**config.mk**
```make
export PLATFORM = sky130hd
export DESIGN_NAME = mod_n_updown_counter
export DESIGN_NICKNAME = d
export VERILOG_FILES = /design/src/rtl/counter_pkg.sv /design/src/rtl/count_prescaler.sv /design/src/rtl/mod_n_updown_counter.sv
export SDC_FILE = /design/constraint.sdc
export NUM_CORES = 1
export LEC_CHECK = 0
export CAP_MARGIN = 15
export CORE_ASPECT_RATIO = 2
export CORE_UTILIZATION = 35
export DETAILED_ROUTE_END_ITERATION = 10
export GPL_TIMING_DRIVEN = 0
export PLACE_DENSITY = 0.61
export SLEW_MARGIN = 20
export SYNTH_ARGS = -nofsm -noshare
export SYNTH_HDL_FRONTEND = slang
export SYNTH_SLANG_ARGS = --single-unit
```
**constraint.sdc**
```tcl
create_clock -name clk -period 2.4 [get_ports clk]
set_input_delay 0.24 -clock clk [delete_from_list [all_inputs] [get_ports clk]]
set_output_delay 0.24 -clock clk [all_outputs]
set_load 0.02 [all_outputs]
```
**src/rtl/counter_pkg.sv**
```systemverilog
// Shared constants for the mod-N up/down counter slice.
// Mode encoding and prescaler sizing.
package counter_pkg;

    localparam logic MODE_WRAP    = 1'b0;
    localparam logic MODE_ONESHOT = 1'b1;
    localparam int   PRESCALE_W   = 16;

endpackage

```
**src/rtl/count_prescaler.sv**
```systemverilog
// Enable prescaler: down-counter that ticks on every PRESCALE-th
// enabled cycle, then reloads.
module count_prescaler
    import counter_pkg::*;
#(
    parameter int PRESCALE = 1
) (
    input  logic clk,
    input  logic reset,
    input  logic en,
    input  logic restart,
    output logic tick
);

    if (PRESCALE < 1 || PRESCALE > 65535) begin : g_bad_prescale
        $error("count_prescaler: PRESCALE out of range 1..65535");
    end

    localparam logic [PRESCALE_W-1:0] TOP = PRESCALE_W'(PRESCALE - 1);

    logic [PRESCALE_W-1:0] cnt;

    assign tick = en && (cnt == '0);

    always_ff @(posedge clk or posedge reset) begin
        if (reset) begin
            cnt <= TOP;
        end else if (restart) begin
            cnt <= TOP;
        end else if (en) begin
            cnt <= tick ? TOP : cnt - PRESCALE_W'(1);
        end
    end

endmodule

```
**src/rtl/mod_n_updown_counter.sv**
```systemverilog
// Mod-N up/down counter with prescaled enable, wrap and one-shot modes,
// synchronous clear/load and a one-cycle wrap pulse.
module mod_n_updown_counter
    import counter_pkg::*;
#(
    parameter int     WIDTH     = 3,
    parameter longint MODULUS   = 8,
    parameter longint RESET_VAL = MODULUS - 1,
    parameter int     PRESCALE  = 1
) (
    input  logic             clk,
    input  logic             reset,
    input  logic             en,
    input  logic             up,
    input  logic             mode,
    input  logic             clear,
    input  logic             load,
    input  logic [WIDTH-1:0] load_val,
    output logic [WIDTH-1:0] count,
    output logic             tc,
    output logic             wrapped,
    output logic             done
);

    if (WIDTH < 1 || WIDTH > 32) begin : g_bad_width
        $error("mod_n_updown_counter: WIDTH out of range 1..32");
    end
    if (MODULUS < 2 || MODULUS > (longint'(1) << WIDTH)) begin : g_bad_mod
        $error("mod_n_updown_counter: MODULUS out of range 2..2**WIDTH");
    end
    if (RESET_VAL < 0 || RESET_VAL >= MODULUS) begin : g_bad_rst
        $error("mod_n_updown_counter: RESET_VAL must be below MODULUS");
    end

    localparam logic [WIDTH:0]   MOD_X = (WIDTH + 1)'(MODULUS);
    localparam logic [WIDTH-1:0] LAST  = WIDTH'(MODULUS - 1);
    localparam logic [WIDTH-1:0] RST   = WIDTH'(RESET_VAL);

    logic             tick;
    logic             step;
    logic             restart;
    logic [WIDTH:0]   inc_x;
    logic [WIDTH-1:0] inc;
    logic [WIDTH-1:0] dec;
    logic [WIDTH-1:0] load_sat;

    count_prescaler #(
        .PRESCALE(PRESCALE)
    ) u_prescaler (
        .clk    (clk),
        .reset  (reset),
        .en     (en),
        .restart(restart),
        .tick   (tick)
    );

    // One extra bit so MODULUS = 2**WIDTH compares without overflow.
    assign inc_x    = {1'b0, count} + (WIDTH + 1)'(1);
    assign inc      = (inc_x >= MOD_X) ? '0 : inc_x[WIDTH-1:0];
    assign dec      = (count == '0) ? LAST : count - WIDTH'(1);
    assign load_sat = ({1'b0, load_val} >= MOD_X) ? LAST : load_val;

    assign tc      = up ? (count == LAST) : (count == '0);
    assign step    = en && tick && !done;
    assign restart = clear || load;

    always_ff @(posedge clk or posedge reset) begin
        if (reset) begin
            count   <= RST;
            wrapped <= 1'b0;
            done    <= 1'b0;
        end else begin
            wrapped <= 1'b0;
            priority case (1'b1)
                clear: begin
                    count <= RST;
                    done  <= 1'b0;
                end
                load: begin
                    count <= load_sat;
                    done  <= 1'b0;
                end
                step: begin
                    if (mode == MODE_ONESHOT && tc) begin
                        done <= 1'b1;
                    end else begin
                        count   <= up ? inc : dec;
                        wrapped <= tc;
                    end
                end
                default: ;
            endcase
        end
    end

endmodule

```
### After elaboration in Yosys (flattened, before gate mapping)

Index checks and enable logic that the tools add are counted.

| cells by class | value |
|---|---|
| $lt $le $gt $ge | 1 |
| $add $sub $neg | 3 |
| muxes and demuxes | 19 |
| eq/ne operators | 2 |
| reductions and logical operators | 13 |

Operators with widths:

| operator | count |
|---|---|
| 16-bit two-way mux | 3 |
| 3-bit two-way mux | 7 |
| 16-bit zero test | 1 |
| 16-bit by 1-bit subtractor with 16-bit output, second input constant | 1 |
| 1-bit two-way mux | 9 |
| 3-bit nonzero test | 2 |
| 3-bit by 1-bit adder with 4-bit output, second input constant | 1 |
| 4-bit >= comparator, second input constant | 1 |
| 1-bit logical AND | 4 |
| 2-bit AND reduction | 2 |
| 3-bit equality test, second input constant | 1 |
| 3-bit zero test | 1 |
| 3-bit != test, second input constant | 1 |
| 3-bit by 1-bit subtractor with 3-bit output, second input constant | 1 |
| 2-bit nonzero test | 1 |
| 1-bit zero test | 1 |
| 1-bit logical OR | 1 |

| word-level totals | value |
|---|---|
| word-level logic and storage cells | 42 |
| output and inout bits | 6 |
| register bits after elaboration | 21 |
| bits of input ports | 10 |

### Logic depth before layout (Yosys ltp)

| depth | value |
|---|---|
| word-level depth | 8 |
| gate-level depth with buffers | 7 |
| gate-level depth less buffers | 7 |

### Modules after synthesis

From an unflattened synthesis, not the netlist that was laid out.

| second synthesis, totals | value |
|---|---|
| cells, all modules | 133 |
| area, all modules | 1292.5 um^2 |

Modules (own cells, without submodules):

| module | instances | cells an instance | area each (um^2) | seq. area each (um^2) |
|---|---|---|---|---|
| count_prescaler | 1 | 90 | 860.8 | 400.4 |
| mod_n_updown_counter | 1 | 43 | 431.7 | 128.9 |

### Least setup slack after synthesis

No wires, ideal clock.

| timing path | value |
|---|---|
| path kind | register to register |
| from | reg u_prescaler.cnt[2] |
| to | reg u_prescaler.cnt[13] |
| setup slack | 0.543 ns |
| required time | 2.268 ns |
| library setup time | 0.132 ns |
| arrival time | 1.725 ns |
| path buffers | 1 |
| period minus slack after synthesis | 1.857 ns |
| cell stages (with the launch flop) | 7 |
| cells stage by stage | dfrtp_1 or4_1 buf_2 nor3b_4 nand2_2 o311ai_2 nand3_1 |

| between the ends | value |
|---|---|
| longest elaborated chain between the ends | 5 |
| elaborated cells on any way between the ends | 6 |
| those cells by class | add/sub: 1; mux: 3; reduce/logical: 2 |

Ends and longest elaborated chain:

| what | RTL line | source |
|---|---|---|
| start: declaration | count_prescaler.sv:21 | `logic [PRESCALE_W-1:0] cnt;` |
| start signal: assignment | count_prescaler.sv:31 | `cnt <= tick ? TOP : cnt - PRESCALE_W'(1);` |
| branches (longest 2 deep; another with 16-bit by 1-bit subtractor with 16-bit output) | - |  |
| 16-bit two-way mux * | count_prescaler.sv:31 |  |
| 16-bit two-way mux * | count_prescaler.sv:30 | `end else if (en) begin` |
| 16-bit two-way mux * | count_prescaler.sv:28 | `end else if (restart) begin` |

Mark *: on every way between the ends. The select of a mux whose other input is x is not followed.
A chain may end at the register's enable or synchronous reset.

### Final worst setup path

| timing path | value |
|---|---|
| from | reg u_prescaler.cnt[11] |
| to | reg count[1] |

| between the ends | value |
|---|---|
| longest elaborated chain between the ends | 6 |

Ends and longest elaborated chain:

| what | RTL line | source |
|---|---|---|
| 16-bit zero test | count_prescaler.sv:23 | `assign tick = en && (cnt == '0);` |
| 1-bit logical AND | count_prescaler.sv:23 |  |
| 1-bit logical AND (2 in series) | mod_n_updown_counter.sv:64 | `assign step = en && tick && !done;` |
| 3-bit nonzero test (no source line) | - |  |
| 2-bit AND reduction (no source line) | - |  |
| end signal: assignment | mod_n_updown_counter.sv:80 | `count <= load_sat;` |
| end signal: assignment | mod_n_updown_counter.sv:87 | `count <= up ? inc : dec;` |
| end: declaration | mod_n_updown_counter.sv:19 | `output logic [WIDTH-1:0] count,` |

No other way between the ends.

==> results_dict.tcl <==
set metrics [dict create \
    nNetsFinal 170 \
    skew_ns 0.00443 \
    synth_cells 134 \
    overflow 0 \
    synthFlopType "dfrtp_1" \
    wl_um 2840 \
    rsz0062_at_grt "false" \
    insertion_delay_ns 0.26 \
    ir_worst_vdd_mv 0.440 \
    critPathRequiredTime_ns 2.58 \
    diodes 0 \
    post-route-period-util_pct 91.2 \
    crit_fanout 5 \
    h-tree-depth 1 \
    area_growth_pct 19.0 \
    critPathArrivalTime_ns 2.37 \
    min_period_ns 2.19 \
    cts_made_buffers 3 \
    mostFrequentLayoutCell "dfrtp_1" \
    cts_tree "yes" \
    track_usage_pct 17.2 \
    synth_area_um2 1240 \
    drt-initial-drc-count 15 \
    synth_nets 150 \
    drc 0 \
    power_frac_clock_pct 17.8 \
    max_freq_mhz 457 \
    num_vias 1060 \
    cts_sinks 21 \
    initial_core_util_pct 36.6 \
    fp.dieH_um 86.0 \
    ys_ff_latch 21 \
    ys_types 37 \
    p_leak_nw 0.688 \
    core-area_um2 3380 \
    grt_pass1_wl_um 4900 \
    netSwitchingPower_uw 509 \
    dieArea_um2 3790 \
    path_class "reg2reg" \
    root_buffer "clkbuf_8" \
    die_x_um 44.0 \
    wl_per_cell_um 15.3 \
    antenna_found_initial 0 \
    multi_input_area_um2 663 \
    tightest_slew_ns 0.803 \
    slew_headroom_pct 46.4 \
    synth.avg_cell_area_um2 9.23 \
    clockBufferDepth 2 \
    io_buffers 14 \
    setup_violations 0 \
    drtPass1Iterations 4 \
    p_total_mw 1.30 \
    ff_latch_area_um2 529 \
    cp-start-kind "flop" \
    sw_frac_of_total_pct 39.0 \
    drive_gt1_share_pct 9.15 \
    ys_seq_area_share_pct 42.8 \
    grt_max_degree 22 \
    final.setup.tns_ns 0 \
    rows 30 \
    p_int_uw 795 \
    fill_cells 351 \
    synth_edf_count 0 \
    async_reset_ff_share_pct 100 \
    gp_congestion 0.848 \
    dp_hpwl_um 2200 \
    outcome "completed" \
    path_clk_slew_ns 0.08 \
    p_seq_share_pct 39.4 \
    min_path_type "in2async" \
    ys_warn_count 0 \
    vias_per_cell 5.73 \
    hold_viol_final 0 \
    end_kind "flop" \
    antenna_left 0 \
    grt_pass1_vias 1097 \
    p_comb_share_pct 42.8 \
    maxCapViolations 0 \
    layout_common_cells "dfrtp_1, nor2_1, nand2_1, clkdlybuf4s50_1, nor3_1" \
    slew_violations 0 \
    io_pins 16 \
    power.density_nw_per_um2 886 \
]
worst paths after layout:
kind / startpoint / endpoint / slack, ns / depth (start not counted)
max: u_prescaler.cnt[11]$_DFFE_PP0P_ / count[1]$_DFFE_PP1P_ / 0.21 / 5
min: reset / wrapped$_DFF_PP0_ / 0.43 / 2
max reg2reg: u_prescaler.cnt[11]$_DFFE_PP0P_ / count[1]$_DFFE_PP1P_ / 0.21 / 5
min reg2reg: done$_DFFE_PP0P_ / wrapped$_DFF_PP0_ / 0.46 / 1
max in group asynchronous: reset / u_prescaler.cnt[12]$_DFFE_PP0P_ / 1.47 / 2
min in group clk: done$_DFFE_PP0P_ / wrapped$_DFF_PP0_ / 0.46 / 1
power groups by stage:
stage / clock network, mW / logic, mW / registers, mW
after floorplan: 0 / 0.409 / 0.510
after global placement: 0 / 0.548 / 0.516
after detailed placement: 0 / 0.554 / 0.519
after CTS: 0.233 / 0.562 / 0.514
after global routing: 0.246 / 0.634 / 0.526
final: 0.232 / 0.559 / 0.514
flip-flops by register name (all words and copies together), names as in the netlist:
signal / count
done: 1
wrapped: 1
u_prescaler.cnt: 16
count: 3
layer usage:
layer | vias to the layer above | track usage, % | share of wire [%]
met3 | 6 | 1.89 | 2.3
met2 | 20 | 34.5 | 61
li1 | 517 | - | -
met5 | - | 0 | 0
met4 | 0 | 6.89 | 2.3
met1 | 517 | 16.0 | 35
cells in the mapped netlist, types with 2 or more instances:
library cell / n / area share (%)
dfstp_2: 3 / 6.4
nor3_1: 9 / 3.6
nand3_1: 5 / 2.0
a21oi_1: 5 / 2.0
mux2i_1: 3 / 2.4
nand2b_1: 3 / 1.5
nor2_1: 15 / 4.6
o21ai_0: 2 / 0.81
xnor2_1: 3 / 2.1
ha_1: 6 / 6.1
or3_1: 2 / 1.0
dfrtp_1: 18 / 36
buf_2: 2 / 0.81
a2111oi_0: 2 / 1.4
nand2_1: 14 / 4.3
nor4_1: 5 / 2.5
a31oi_1: 3 / 1.5
xor2_1: 7 / 5.0
inv_1: 8 / 2.4
nand4_1: 2 / 1.0
cell families after synthesis:
| kind of cell | synth area share (%) |
|---|---|
| AO/OA/AOI/OAI | 10.3 |
| XOR/XNOR | 7.09 |
| flip-flops | 42.8 |
| AND/OR/NAND/NOR | 27.7 |
| multiplexers | 2.43 |
| adder cells (fa/ha/maj) | 6.07 |
| buffers and inverters | 3.54 |
timing repair:
| action | CTS | global route |
|---|---|---|
| hold endpoints to repair | 0 | 0 |
| endpoints found under the setup margin | 1 | 1 |
| hold buffers | 0 | 0 |
| setup buffers | 1 | 0 |
| gates resized for setup | 0 | 1 |
worst max-delay path: stages (launching register included):
cell	delay, ns
dfrtp_1	0.44
nor4_1	0.58
and4_1	0.34
nand2b_1	0.22
o211a_1	0.28
mux2i_1	0.24
area by class of cell:
class	instances	area share, %
Tap cell	32	2.72
Timing Repair Buffer	15	10.2
Sequential cell	21	36.0
Clock buffer	4	3.06
Multi-Input combinational cell	102	45.1
Inverter	8	2.04
Buffer	3	0.935
metrics by stage:
step / cells / instance area, um2 / setup WS (ns) / util, % / hold slack, ns
finish: 185 / 1470 / 0.212 / 43.6 / 0.426
floorplan: 134 / 1240 / 0.543 / - / 0.214
CTS: 185 / 1470 / 0.0745 / 43.5 / 0.469
global placement: 180 / 1420 / 0.200 / 41.9 / 0.442
global route: 185 / 1470 / 0.0527 / 43.6 / 0.478
detailed placement: 180 / 1420 / 0.193 / 41.9 / 0.459
Power figures use the tool's default switching activity.
==> patch: new RTL, same settings <==
Set the package constant `PRESCALE_W` to 14 (it was 16).
--- a/src/rtl/counter_pkg.sv
+++ b/src/rtl/counter_pkg.sv
@@ -4,7 +4,7 @@
 
     localparam logic MODE_WRAP    = 1'b0;
     localparam logic MODE_ONESHOT = 1'b1;
-    localparam int   PRESCALE_W   = 16;
+    localparam int   PRESCALE_W   = 14;
 
 endpackage
 
Formal check against the unedited RTL: same outputs for any inputs over 10 cycles, from zero or initial values and one cycle with reset high; that may be too few to reach the edited logic, so the function may still have changed.
==> patch against the original RTL <==
- setup slack got worse by 0.13 ns
- total power shrank 14%
- synthesized area down 10%
- fmax shrank 5.8%
- routed wire length decreased by 15%
- combinational power down 14%
- non-clock buffer count is 1 lower
- design area is 10% lower
- sequential cell count decreased by 2
- critical endpoint is now u_prescaler.cnt[13]$_DFFE_PP0P_
==> patch: results <==
[outcome]
status = "completed"

[critical_path]
slowest_delay_ns = 0.55
critPathArrivalTime_ns = 2.50
r2r_slack_ns = 0.08

[yosys]
avgSynthCellArea_sq_um = 9.58
ys_types = 33
synthTopCellsByCount = "20 x nor2_1, 16 x dfrtp_1, 8 x xnor2_1, 7 x inv_1"
synth_area_leaders = "dfrtp_1 36%, dfstp_2 7.1%, nor2_1 6.8%"
syn_nets = 131
ys_ff_latch = 19

[final_layout]
multiInputGateArea_sq_um = 578
reg_top3 = "u_prescaler.cnt (14), count (3)"
largest_reg_flops = 14
buf_share_pct = 11.7
num-multi-input-gates = 85
finalNonFillerCells = 162
layout-drive-gt1-share_pct = 9.09
regArea_sq_um = 479
clk_share_pct = 3.41

[detailed_routing]
drt_iter0_drc = 11
via_per_inst = 5.58
wl_met2_mm = 1.37
dr_wl_met3_um = 56
wl_met1_um = 959
drt-pass1-iter-count = 3

[placement]
io_buffers = 13
place_area_sq_mm = 0.00128
dp_hpwl_mm = 1.88

[timing]
holdWs_ns = 0.406
slew_headroom_pct = 33.7

[global_routing]
grt_start_max_net_pins = 20
grt_pass1_wl_mm = 4.08
-- patch: how the worst max path moves through the flow --
stage,cells after the start,to,start,slack (ns)
after floorplan,5,u_prescaler.cnt[13]$_DFFE_PP0P_,u_prescaler.cnt[4]$_DFFE_PP0P_,0.19
after global placement,5,count[1]$_DFFE_PP1P_,en,-0.1
after detailed placement,5,count[2]$_DFFE_PP1P_,en,-0.12
after CTS,7,count[0]$_DFFE_PP1P_,u_prescaler.cnt[0]$_DFFE_PP0P_,0.02
after global routing,6,count[2]$_DFFE_PP1P_,u_prescaler.cnt[0]$_DFFE_PP0P_,0.007
final,5,u_prescaler.cnt[13]$_DFFE_PP0P_,u_prescaler.cnt[4]$_DFFE_PP0P_,0.08
-- patch: report_power, final --
part / total [mW] / leakage [nW] / internal (mW) / switching (mW)
combinational: 0.478 / 0.323 / 0.245 / 0.233
sequential: 0.437 / 0.250 / 0.377 / 0.0603
clock: 0.213 / 0.0228 / 0.118 / 0.0952
-- patch: logic make-up (layout without fill, tap and decap cells) --
logic type / count (synthesis) / in the layout / share of synthesized area [%]
simple gates: 51 / 51 / 25.6
flops: 19 / 19 / 43.1
compound gates: 15 / 15 / 9.46
buf+inv: 12 / 28 / 4.84
xor+xnor: 11 / 11 / 8.67
fa+ha+maj: 5 / 5 / 5.63
mux: 3 / 3 / 2.70
-- patch: repair_timing --
action | in CTS | in global routing
gates resized for setup | 0 | 0
setup endpoints to repair | 0 | 13
hold buffers | 0 | 0
buffers inserted | 0 | 0
-- patch: layer usage --
metal | vias to the layer above | track usage, %
met5 | - | 0
met4 | 0 | 4.84
met3 | 2 | 2.20
met2 | 14 | 31.1
met1 | 445 | 16.0
li1 | 443 | -
